[src/rtl/pipelined_adder.sv]
// Pipelined add/subtract: the operand is split into `stages` chunks, one chunk is
// added per stage and the carry is registered between stages, behind valid/ready.
module pipelined_adder #(
  parameter int bits   = 32,
  parameter int stages = 4
) (
  input  logic            clk,
  input  logic            rst,
  input  logic            in_valid,
  output logic            in_ready,
  input  logic [bits-1:0] a,
  input  logic [bits-1:0] b,
  input  logic            cin,
  input  logic            sub,
  output logic            out_valid,
  input  logic            out_ready,
  output logic [bits-1:0] s,
  output logic            cout,
  output logic            ovf
);

  localparam int W = bits / stages;

  logic w_en;

  for (genvar k = 0; k < stages; k++) begin : g_stage
    // Operands still to be added shrink by one chunk per stage; results grow by one.
    localparam int OW = (stages - k) * W;

    logic                 w_v_in;
    logic                 w_c_in;
    logic [OW-1:0]        w_a_in;
    logic [OW-1:0]        w_b_in;
    logic [(k+1)*W-1:0]   w_s_nx;
    logic [W:0]           w_chunk;

    logic                 r_vld;
    logic                 r_c;
    logic [(k+1)*W-1:0]   r_s;

    if (k == 0) begin : g_head
      assign w_v_in = in_valid;
      assign w_a_in = a;
      assign w_b_in = b ^ {bits{sub}};
      assign w_c_in = cin ^ sub;
      assign w_s_nx = w_chunk[W-1:0];
    end else begin : g_body
      assign w_v_in = g_stage[k-1].r_vld;
      assign w_a_in = g_stage[k-1].g_fwd.r_a;
      assign w_b_in = g_stage[k-1].g_fwd.r_b;
      assign w_c_in = g_stage[k-1].r_c;
      assign w_s_nx = {w_chunk[W-1:0], g_stage[k-1].r_s};
    end

    assign w_chunk = {1'b0, w_a_in[W-1:0]} + {1'b0, w_b_in[W-1:0]} + {{W{1'b0}}, w_c_in};

    // Stage valid, partial-sum and carry register; data only moves with a live beat
    always_ff @(posedge clk) begin
      if (rst) begin
        r_vld <= 1'b0;
        r_c   <= 1'b0;
        r_s   <= {((k+1)*W){1'b0}};
      end else if (w_en) begin
        r_vld <= w_v_in;
        if (w_v_in) begin
          r_c <= w_chunk[W];
          r_s <= w_s_nx;
        end
      end
    end

    if (k < stages - 1) begin : g_fwd
      logic [OW-W-1:0] r_a;
      logic [OW-W-1:0] r_b;

      // Skew register for the operand chunks that later stages still need
      always_ff @(posedge clk) begin
        if (rst) begin
          r_a <= {(OW-W){1'b0}};
          r_b <= {(OW-W){1'b0}};
        end else if (w_en && w_v_in) begin
          r_a <= w_a_in[OW-1:W];
          r_b <= w_b_in[OW-1:W];
        end
      end
    end

    if (k == stages - 1) begin : g_tail
      logic r_ovf;

      // Signed overflow is only known once the top chunk has been added
      always_ff @(posedge clk) begin
        if (rst) begin
          r_ovf <= 1'b0;
        end else if (w_en && w_v_in) begin
          r_ovf <= (w_a_in[W-1] ~^ w_b_in[W-1]) & (w_s_nx[bits-1] ^ w_a_in[W-1]);
        end
      end
    end
  end

  assign w_en      = !g_stage[stages-1].r_vld | out_ready;
  assign in_ready  = w_en;
  assign out_valid = g_stage[stages-1].r_vld;
  assign s         = g_stage[stages-1].r_s;
  assign cout      = g_stage[stages-1].r_c;
  assign ovf       = g_stage[stages-1].g_tail.r_ovf;

endmodule

[config.mk]
export PLATFORM = sky130hd
export DESIGN_NAME = pipelined_adder
export DESIGN_NICKNAME = d
export VERILOG_FILES = /design/src/rtl/pipelined_adder.sv
export SDC_FILE = /design/constraint.sdc
export NUM_CORES = 1
export LEC_CHECK = 0
export BUFFER_PORTS_ARGS = -buffer_cell sky130_fd_sc_hd__buf_4
export CAP_MARGIN = 20
export CORE_MARGIN = 5
export CORE_UTILIZATION = 51
export CTS_BUF_LIST = sky130_fd_sc_hd__clkbuf_2
export DETAILED_ROUTE_END_ITERATION = 12
export GPL_ROUTABILITY_DRIVEN = 0
export HOLD_SLACK_MARGIN = 0.1
export PLACE_DENSITY = 0.75
export SLEW_MARGIN = 10
export SYNTH_ARGS = -nofsm -noshare
export SYNTH_HDL_FRONTEND = slang
export SYNTH_SLANG_ARGS = --single-unit
[constraint.sdc]
create_clock -name clk -period 4.1 [get_ports clk]
set_input_delay 0.205 -clock clk [delete_from_list [all_inputs] [get_ports clk]]
set_output_delay 0.205 -clock clk [all_outputs]
set_load 0.02 [all_outputs]
==> impl_metrics.tcl <==
set metrics [dict create \
    endpoint_kind "flop" \
    setup-tns-final_ns 0 \
    yosys.area_share.simple_pct 20.44 \
    row_count 45 \
    synth-edff-count 0 \
    syn_area_sq_mm 0.008036 \
    ioPinCount 106 \
    mappedNetlistNets 1077 \
    tightest_slew_ns 0.8328 \
    cts-resized-gates 0 \
    detail-route-antenna-nets 0 \
    synth_cell_types 45 \
    rsz0062_at_grt "false" \
    grt.busiest_layer "met2" \
    root_buffer "clkbuf_2" \
    critPathArrivalTime_ns 3.61 \
    post-route-period-util_pct 70.38 \
    maxSlewHeadroom_pct 44.48 \
    nNetsFinal 1266 \
    use_met3_pct 4.012 \
    min_period_ns 2.886 \
    critical_path_required_ns 4.82 \
    worstPathMaxFanout 47 \
    clockBufferDepth 2 \
    fin_skew_ns 0.03210 \
    synthXorXnorAreaFrac_pct 4.577 \
    grt_use_met1_pct 32.10 \
    hold_class "input port to flop" \
    hpwlAfterDp_mm 11.86 \
    met2_usage_pct 34.13 \
    viasPerCell 5.205 \
    path_class "flop to flop" \
    startpoint_type "flop" \
    ir_worst_vdd_uv 186.3 \
    pre_cts_ws_ns 1.606 \
    antenna_found_initial 1 \
    area_growth_pct 28.94 \
    cts_buffers 17 \
    setup_violations 0 \
    seq_area_frac_synth_pct 46.08 \
    wl_per_cell_um 14.49 \
    grt_pass1_wl_mm 33.79 \
    cts_setup_buffers 0 \
    clk_latency_ns 0.75 \
    synth_top_family_by_area "simple AND/OR/NAND/NOR gates" \
    fp.dieW_um 135.5 \
    hold_slack_ns 0.1842 \
    yosys.area.top_type_share_pct 46.08 \
    drive_gt1_share_pct 12.56 \
    numClockSinks 185 \
    die_y_um 135.5 \
    drv_slew 0 \
    synthMuxAreaShare_pct 0 \
    status "completed" \
    drc 0 \
    netlist_instances 971 \
    synth-main-ff-cell "dfxtp_1" \
    wl_mm 20.03 \
    core_area_sq_mm 0.01531 \
    grt_pass1_vias 6833 \
    power_leakage_uw 0.004113 \
    async_flop_share_pct 0 \
    synthTopCellsByCount "279 x nand2_1, 185 x dfxtp_1, 155 x a21oi_1" \
    worst_slack_ns 1.214 \
    cts_max_level 4 \
    hold_viol 0 \
    synth_most_common_cell "nand2_1" \
    firstDrtPassIters 5 \
    die-area_sq_mm 0.01837 \
    postLayoutCoreUtil_pct 67.66 \
    synth_largest_area_cell "dfxtp_1" \
    synth_compound_area_share_pct 18.22 \
    overflow 0 \
    ys_top_cells_by_area "dfxtp_1 46%, nand2_1 13%, a21oi_1 9.7%" \
    drv_cap 0 \
    p_per_area_mw_per_mm2 336.6 \
    first_iter_violations 604 \
    vias 7194 \
    fmax_mhz 346.5 \
    clkTransAtPathRegs_ns 0.26 \
    ys_warn_count 0 \
    p_total_uw 3488 \
    cts_tree "done" \
    grt_start_max_net_pins 83 \
    globalRouteTotalUtil_pct 22.39 \
    ys_seq_elements 185 \
    synth_fa_ha_area_share_pct 6.352 \
    initial_utilization_pct 52.48 \
    avgSynthCellArea_sq_um 8.276 \
    port_buffers 105 \
]
==> stage by stage <==
stage | area (sq um) | std cells
floorplan | 8036 | 971
global placement | 8808 | 1225
detailed placement | 8808 | 1225
CTS | 10340 | 1380
global route | 10360 | 1382
finish | 10360 | 1382
==> worst max-delay path, stage by stage, from the launching register on <==
cell	delay (ns)
dfxtp_1	0.37
nor2b_4	0.16
inv_4	0.20
and2_2	0.74
o211ai_1	0.17
dlygate4sd3_1	0.61
nand3_1	0.07
dlygate4sd3_1	0.55
==> what timing repair did <==
item                       4_1_cts  5_1_grt
setup endpoints to repair        0        0
hold endpoints to repair        75        0
hold buffers                   126        0
==> flip-flops by register name, summed over array words and instances, names as in the netlist <==
register           cells
out_valid              1
g_stage.r_c            3
g_stage.r_s           48
g_stage.g_fwd.r_b     48
s                     32
g_stage.r_vld          3
g_stage.g_fwd.r_a     48
cout                   1
ovf                    1
==> cell type report <==
| type | instances | area [sq um] |
|---|---|---|
| flip-flops and latches | 185 | 3704 |
| repair buffers | 238 | 2110 |
| clock buffers | 20 | 100.1 |
| multi-input cells | 713 | 3986 |
| well taps | 211 | 264.0 |
| inverters | 5 | 21.27 |
| fillers | 1262 | 4952 |
| clock inverters | 9 | 175.2 |
| diodes | 1 | 2.502 |
==> cell usage in the layout, fill, tap and decap left out, types with 5 or more instances in the layout <==
master,count
nand4b_1,5
nand2_1,279
and2_1,7
ha_1,28
o211ai_1,7
dfxtp_1,185
o21ai_0,11
a21oi_1,155
nor2_1,41
xor2_1,13
xnor2_1,29
a211o_1,6
buf_4,111
nand3_1,27
nand4_1,8
clkbuf_2,20
o21a_1,7
bufinv_16,5
fa_1,8
dlygate4sd3_1,126
a21o_1,8
a211oi_1,35
==> per-layer routing <==
layer	vias to the layer above	routed length, um
li1	3683	-
met1	3217	9506
met2	260	8875
met3	34	1293
met4	0	357
met5	-	0
==> kinds of logic (layout without fill, tap and decap cells) <==
| family | Yosys count | after routing |
|---|---|---|
| AOI/OAI and AO/OA | 246 | 246 |
| xor gates and xnor gates | 42 | 42 |
| adders and majority gates | 36 | 36 |
| buffers and inverters | 73 | 272 |
| DFF | 185 | 185 |
| other | 0 | 1 |
| and+or+nand+nor | 389 | 389 |
==> worst paths after layout <==
path / start / endpoint / slack (ns) / cells past startpoint
worst max-delay path: out_valid / g_stage[0].r_s[7] / 1.21 / 7
worst max register to register: out_valid / g_stage[0].r_s[7] / 1.21 / 7
worst min-delay path: cin / g_stage[0].r_s[0] / 0.18 / 5
worst min register to register: g_stage[2].r_s[17] / s[17] / 0.46 / 2
==> power breakdown <==
group / internal (uW) / total, uW / leakage, uW / switching (uW)
Combinational: 268 / 533 / 0.00244 / 265
Sequential: 1870 / 1920 / 0.00151 / 45.0
Clock: 457 / 1040 / 0.000163 / 582
Total: 2600 / 3490 / 0.00411 / 892
Note: power is estimated with default switching activity, not from simulation.
